--- config.mk ---
export PLATFORM = sky130hd
export DESIGN_NAME = etapa_if
export DESIGN_NICKNAME = d
export VERILOG_FILES = /design/src/rtl/etapa_if.sv
export SDC_FILE = /design/constraint.sdc
export NUM_CORES = 2
export LEC_CHECK = 0
export ABC_AREA = 1
export CORE_ASPECT_RATIO = 1.1
export CORE_MARGIN = 2
export CORE_UTILIZATION = 40
export CTS_CLUSTER_DIAMETER = 120
export CTS_CLUSTER_SIZE = 30
export DETAILED_ROUTE_END_ITERATION = 8
export GPL_ROUTABILITY_DRIVEN = 0
export GPL_TIMING_DRIVEN = 0
export SLEW_MARGIN = 0
export SYNTH_ARGS = -nofsm -noshare
export SYNTH_HDL_FRONTEND = slang
export SYNTH_SLANG_ARGS = --single-unit
export TNS_END_PERCENT = 30
--- constraint.sdc ---
create_clock -name i_clk -period 3.1 [get_ports i_clk]
set_input_delay 0.62 -clock i_clk [delete_from_list [all_inputs] [get_ports i_clk]]
set_output_delay 0.62 -clock i_clk [all_outputs]
set_load 0.02 [all_outputs]
--- src/rtl/etapa_if.sv ---
// etapa_if: MIPS instruction fetch stage (PC, debug-loaded instruction memory, run/step/halt control).
// Define ETAPA_IF_HALT_DETECT_EN to compile in HALT_WORD detection and the HALTED state.
module etapa_if #(
  parameter int               NBITS     = 32,
  parameter int               MEM_DEPTH = 64,
  parameter logic [NBITS-1:0] HALT_WORD = 32'hFFFF_FFFF
) (
  input  logic                         i_clk,
  input  logic                         i_reset,
  input  logic                         i_Start,
  input  logic                         i_Step_Mode,
  input  logic                         i_Step,
  input  logic                         i_PC_Write,
  input  logic                         i_Branch,
  input  logic [NBITS-1:0]             i_Branch_Target,
  input  logic                         i_Jump,
  input  logic [NBITS-1:0]             i_Jump_Target,
  input  logic                         i_Mem_Wr_En,
  input  logic [$clog2(MEM_DEPTH)-1:0] i_Mem_Wr_Addr,
  input  logic [NBITS-1:0]             i_Mem_Wr_Data,
  output logic [NBITS-1:0]             o_PC,
  output logic [NBITS-1:0]             o_PC4,
  output logic [NBITS-1:0]             o_PC8,
  output logic [NBITS-1:0]             o_Instruction,
  output logic                         o_IF_ID_Flush,
  output logic                         o_Halt
);

  localparam int               AW         = $clog2(MEM_DEPTH);
  localparam logic [NBITS-1:0] WORD_BYTES = NBITS'(32'd4);
  localparam logic [NBITS-1:0] TWO_WORDS  = NBITS'(32'd8);
`ifdef ETAPA_IF_HALT_DETECT_EN
  localparam logic HALT_EN = 1'b1;
`else
  localparam logic HALT_EN = 1'b0;
`endif

  typedef enum logic [1:0] {
    ST_IDLE   = 2'd0,
    ST_RUN    = 2'd1,
    ST_STEP   = 2'd2,
    ST_HALTED = 2'd3
  } state_t;

  state_t           state_r, state_s;
  logic [NBITS-1:0] pc_r, pc_s;
  logic [NBITS-1:0] mem_r [MEM_DEPTH];
  logic             adv_en_s;
  logic             redirect_s;
  logic             halt_hit_s;
  logic [NBITS-1:0] fetch_word_s;

  // Word index drops PC[1:0] and every bit above the memory depth, so fetch wraps.
  assign fetch_word_s = mem_r[pc_r[AW+1:2]];
  assign adv_en_s     = (state_r == ST_RUN) || ((state_r == ST_STEP) && i_Step);
  assign redirect_s   = i_Jump || i_Branch;
  assign halt_hit_s   = HALT_EN && adv_en_s && !redirect_s && (fetch_word_s == HALT_WORD);

  assign o_PC          = pc_r;
  assign o_PC4         = pc_r + WORD_BYTES;
  assign o_PC8         = pc_r + TWO_WORDS;
  assign o_Instruction = adv_en_s ? fetch_word_s : {NBITS{1'b0}};
  assign o_IF_ID_Flush = adv_en_s && redirect_s;
  assign o_Halt        = HALT_EN && (state_r == ST_HALTED);

  // Program-load port: only the debug unit in IDLE may change the program.
  always_ff @(posedge i_clk) begin
    if (i_Mem_Wr_En && (state_r == ST_IDLE)) begin
      mem_r[i_Mem_Wr_Addr] <= i_Mem_Wr_Data;
    end
  end

  // State and PC registers.
  always_ff @(posedge i_clk or negedge i_reset) begin
    if (!i_reset) begin
      state_r <= ST_IDLE;
      pc_r    <= {NBITS{1'b0}};
    end else begin
      state_r <= state_s;
      pc_r    <= pc_s;
    end
  end

  // Next state and next PC; a redirect beats both a stall and a halt word.
  always_comb begin
    state_s = state_r;
    pc_s    = pc_r;
    case (state_r)
      ST_IDLE: begin
        pc_s = {NBITS{1'b0}};
        if (i_Start) begin
          state_s = i_Step_Mode ? ST_STEP : ST_RUN;
        end else begin
          state_s = ST_IDLE;
        end
      end
      ST_RUN, ST_STEP: begin
        if (!adv_en_s) begin
          pc_s = pc_r;
        end else if (i_Jump) begin
          pc_s = i_Jump_Target;
        end else if (i_Branch) begin
          pc_s = i_Branch_Target;
        end else if (halt_hit_s) begin
          pc_s = pc_r;
        end else if (!i_PC_Write) begin
          pc_s = pc_r;
        end else begin
          pc_s = pc_r + WORD_BYTES;
        end
        if (halt_hit_s) begin
          state_s = ST_HALTED;
        end else begin
          state_s = state_r;
        end
      end
      ST_HALTED: begin
        state_s = HALT_EN ? ST_HALTED : ST_IDLE;
        pc_s    = pc_r;
      end
      default: begin
        state_s = ST_IDLE;
        pc_s    = {NBITS{1'b0}};
      end
    endcase
  end

endmodule

== Word-level counts from Yosys, hierarchy flattened ==
Memory sizes are Yosys's and may differ from the RTL's.
Index checks and enable logic that the tools add are counted.
Storage, ports and cells
  register bits after elaboration: 34
  memories kept: 1
  RAM bits: 2048
  logic and storage cells: 30
  input port bits: 111
  output and inout port bits: 130
Memory list
  mem_r: depth 64, width 32, read ports 1, clocked after memory_dff 0, wr ports 1, RTL line 47  | logic [NBITS-1:0] mem_r [MEM_DEPTH];
Cells by class
  bitwise operators: 1
  reductions and logical operators: 8
  add/sub/neg operators: 2
  equal/unequal tests: 5
  multiplexer cells: 11
Operator list (number)
  32-bit two-way mux: 5
  32-bit one-hot mux with 2 select lines: 1
  32-bit by 3-bit adder with 32-bit output, second input constant: 1
  32-bit by 4-bit adder with 32-bit output, second input constant: 1
  2-bit == test, second input constant: 2
  2-bit two-way mux: 2
  4-bit != test, second input constant: 1
  2-bit one-hot mux with 2 select lines: 1
  1-bit logical AND: 3
  3-bit AND reduction: 1
  2-bit by 1-bit == test with 1-bit output, second input constant: 1
  2-bit zero test: 1
  1-bit logical OR: 2
  1-bit two-way mux: 2
  2-bit != test, second input constant: 1
  2-bit OR reduction: 1
  1-bit inverter: 1

== Logic depth before layout (Yosys ltp) ==
  word-level depth: 6
  gate-level depth with buffers: 17
  mapped depth without buffers: 13

== Least setup slack after synthesis ==
Ideal clock, no wire load.
  kind: input to register
  start: input i_Mem_Wr_En
  end: memory mem_r[0][0] (enable)
  setup time: 0.421 ns
  setup slack: 0.215 ns
  arrival time: 2.464 ns
  cell stages on the path: 4
  path buffers: 0
  required time: 2.679 ns
  cells stage by stage: nand2_1 > inv_1 > nand4_1 > nor2_1
Between the ends
  word-level cells in the longest chain between the ends: 3
RTL lines
  start, declared: RTL line 18  | input logic i_Mem_Wr_En,
  1-bit logical AND: RTL line 68  | if (i_Mem_Wr_En && (state_r == ST_IDLE)) begin
  1-bit two-way mux: RTL line 68
  1-bit two-way mux (implied by the code): RTL line 69  | mem_r[i_Mem_Wr_Addr] <= i_Mem_Wr_Data;
  end, declared: RTL line 47
No other way between the ends.

== Final worst setup path ==
  start: register pc_r[2], in the netlist o_PC[2]
  end: output o_Instruction[18]
Between the ends
  word-level cells in the longest chain between the ends: 2
RTL lines
  start, declared: RTL line 46  | logic [NBITS-1:0] pc_r, pc_s;
  start signal, assigned: RTL line 77  | pc_r <= {NBITS{1'b0}};
  start signal, assigned: RTL line 80  | pc_r <= pc_s;
  memory 64 x 32 bit
  32-bit two-way mux: RTL line 62  | assign o_Instruction = adv_en_s ? fetch_word_s : {NBITS{1'b0}};
  end, declared: RTL line 24  | output logic [NBITS-1:0] o_Instruction,
No other way between the ends.

==> out/qor.csv <==
metric,value,unit
wire per inst,29.1,um
DRT Pass-1 Iters,8,
htree depth,3,
Bufs and invs on worst path,7,
most frequent CP cell,buf_16,
Starting Density,0.401,
share of cells above drive strength 1,0.151,
Final Cycle Share,1.40,
Critical Path AT,3.71,ns
port buffer count,238,
via count,66300,
maximum vdd drop,0.000563,V
nets@finish,9060,
Die H,498,um
"wirelength, routed",346000,um
Setup Skew,0.0268,ns
cts bufs inserted,79,
# DRC,0,
Mapped Nets,8524,
leading area contributor after synthesis,edfxtp_1,
Syn Area/Cell,10.5,um^2
post-DP HPWL,241000,um
root buf cell,clkbuf_16,
clock transition at the registers of the reported paths,0.12,ns
TritonCTS Sinks,2082,
PwrDens,800,mW/mm^2
top cell type's share of synthesized area,0.694,
Worst Max-Slew Pin Slew,1.30,ns
Final setup viols,276,
Leakage,40.8,nW
Worst setup SP type,register,
yosys warns,0,
Layout area overhead,18.1,%
CTS tree,done,
Netlist cell types,40,
sequential area share after synthesis,0.704,
Inst Count DP,11700,
first-pass GRT wire length,468000,um
core area,0.221,mm^2
grt total ovfl,0,
Slew headroom,0.133,
post-route insts no fill,11900,
worst-skew pair later-pin latency,0.79,ns
Die ar.,0.225,mm^2
largest net degree at the start of global routing,65,
"Core Util, Final",0.474,
required time worst endpoint,2.48,ns
Tmin final,4.33,ns
Worst setup EP type,output pin,
crit-path max FO,8,
via count of the first global-routing pass,61400,
final hold vios,0,
Tot GR Track Use,0.297,
worst hold path type,in -> reg,
RSZ-0062 raised after global routing,yes,
"Slowest-stage cell, CP",dfrtp_2,
FP Rows,181,
maxcap violations,0,
# IOs,241,
Initial DRC Count,9886,
Via density,5.57,
filler cell count in the final layout,19800,
Final ANT Viol Nets,0,
Total Neg Setup Slack,-91.08,ns
WS Path Type,reg -> out,
critical path's largest stage delay,0.45,ns
CP cell instances,buf_12 -> inv_16 -> buf_16 -> buf_16 -> buf_16 -> buf_12 -> nand2_4 -> nand3_4 -> nand2_4 -> a21oi_4 -> nand2_1 -> nand2_1 -> nand2_2 -> nor2_4 -> nor2_1 -> buf_4,
Worst path top cell family by delay,buffers and inverters,
Clock Path Buffers,3,
chip width,453,um
cells after synthesis,8407,
initial antenna violation count,16,
Final WS setup,-1.23,ns
Max Fclk,231,MHz
status,"finished, violations left",
most area-consuming cells after synthesis,"edfxtp_1, nand2_1, nand3_1",
Max Slew Vio Count,0,
failing checks,negative setup slack,
"FF+latch count, synth",2082,
Syn Std Cell Area,0.0886,mm^2
==> metrics by stage <==
stage / area, um^2 / power [mW] / hold slack (ns) / setup WS, ns
after floorplan: 88600 / 46.9 / 0.324 / 0.215
after global placement: 94600 / 62.8 / 0.517 / -2.78
after detailed placement: 97200 / 63.1 / 0.532 / -2.53
after CTS: 103000 / 80.3 / 0.0446 / -1.08
after global routing: 105000 / 85.1 / 0.0524 / -1.22
final: 105000 / 83.7 / 0.0719 / -1.23
==> layout by cell type (no fill, tap or decap), types with 100 or more instances in the layout <==
cell type,netlist,final
buf_4,34,223
o21ai_0,368,340
nand2_2,2,105
nor2_4,1,150
buf_12,0,100
edfxtp_1,2048,2048
nand2_1,3110,2990
nor2_1,802,598
inv_1,680,664
nand3_1,678,573
clkdlybuf4s50_1,0,128
==> kinds of logic (layout without fill, tap and decap cells) <==
| logic type | Yosys count | in the layout | synth area share |
|---|---|---|---|
| simple gates | 4632 | 4635 | 0.207 |
| flops | 2082 | 2082 | 0.704 |
| buf+inv | 1126 | 1673 | 0.0533 |
| compound gates | 518 | 518 | 0.0304 |
| xor+xnor | 42 | 42 | 0.00415 |
| fa+ha+maj | 6 | 6 | 0.000848 |
| other cells | 1 | 9 | 0.0000423 |
==> report_power, final <==
part	total [mW]	switching (mW)	leakage [nW]	internal, mW
Sequential	31.6	0.339	18.8	31.2
Clock	13.5	8.65	1.03	4.81
Combinational	38.6	27.9	20.9	10.8
Total	83.7	36.8	40.8	46.8
==> final cells by class <==
cell class,instances,area [um^2],share of cell area
inverters,689,2630,0.0251
multi-input cells,5202,24500,0.235
plain buffers,433,3570,0.0342
repair buffers,456,5690,0.0544
diodes,8,20.0,0.000191
clock buffers,87,2050,0.0196
well taps,2928,3660,0.0350
flip-flops and latches,2082,62400,0.596
clock inverters,8,61.3,0.000586
==> metal layers <==
layer	global-route usage	wire length, um
met5	0	13
met4	0.220	32100
met3	0.0628	39300
met2	0.459	153000
met1	0.366	121000
==> state kept, by name, summed over array words and instances, names as in the netlist <==
| signal | flops |
|---|---|
| mem_r | 2048 |
| o_PC | 32 |
| state_r | 2 |
==> synth_stat cells, drive strengths merged <==
cell / number
o31ai: 2
o22ai: 4
o21ai: 401
a22o: 18
buf: 271
nor2: 808
o211ai: 4
nand3b: 2
clkbuf: 166
clkinv: 3
nor3: 8
or2: 5
edfxtp: 2048
nand2: 3112
nand4: 10
and2: 8
inv: 686
nand3: 678
o32ai: 1
a21oi: 84
nor4: 1
xnor2: 3
o21bai: 1
dfrtp: 34
xor2: 39
a22oi: 2
conb: 1
a221oi: 1
ha: 6
==> final timing paths <==
check	cells after the start	slack [ns]	end	start
setup / recovery	16	-1.23	o_Instruction[18]	o_PC[2]$_DFFE_PN0P_
hold / removal	1	0.07	mem_r[51][7]$_DFFE_PP_	i_Mem_Wr_Data[7]
setup reg to reg	7	-0.11	mem_r[29][18]$_DFFE_PP_	state_r[0]$_DFFE_PN0P_
hold reg to reg	2	0.55	o_PC[14]$_DFFE_PN0P_	o_PC[14]$_DFFE_PN0P_
max in group asynchronous	2	1.96	o_PC[4]$_DFFE_PN0P_	i_reset
min in group asynchronous	2	0.48	o_PC[28]$_DFFE_PN0P_	i_reset
==> what timing repair did <==
action	4_1_cts	5_1_grt
gates cloned	7	6
hold buffers	1	0
pin swaps	102	126
gates resized for setup	1178	410
setup endpoints to repair	2116	2138
endpoints found under the hold margin	34	0
buffers inserted	18	93
No activity file was read; power rests on OpenSTA's default activity.
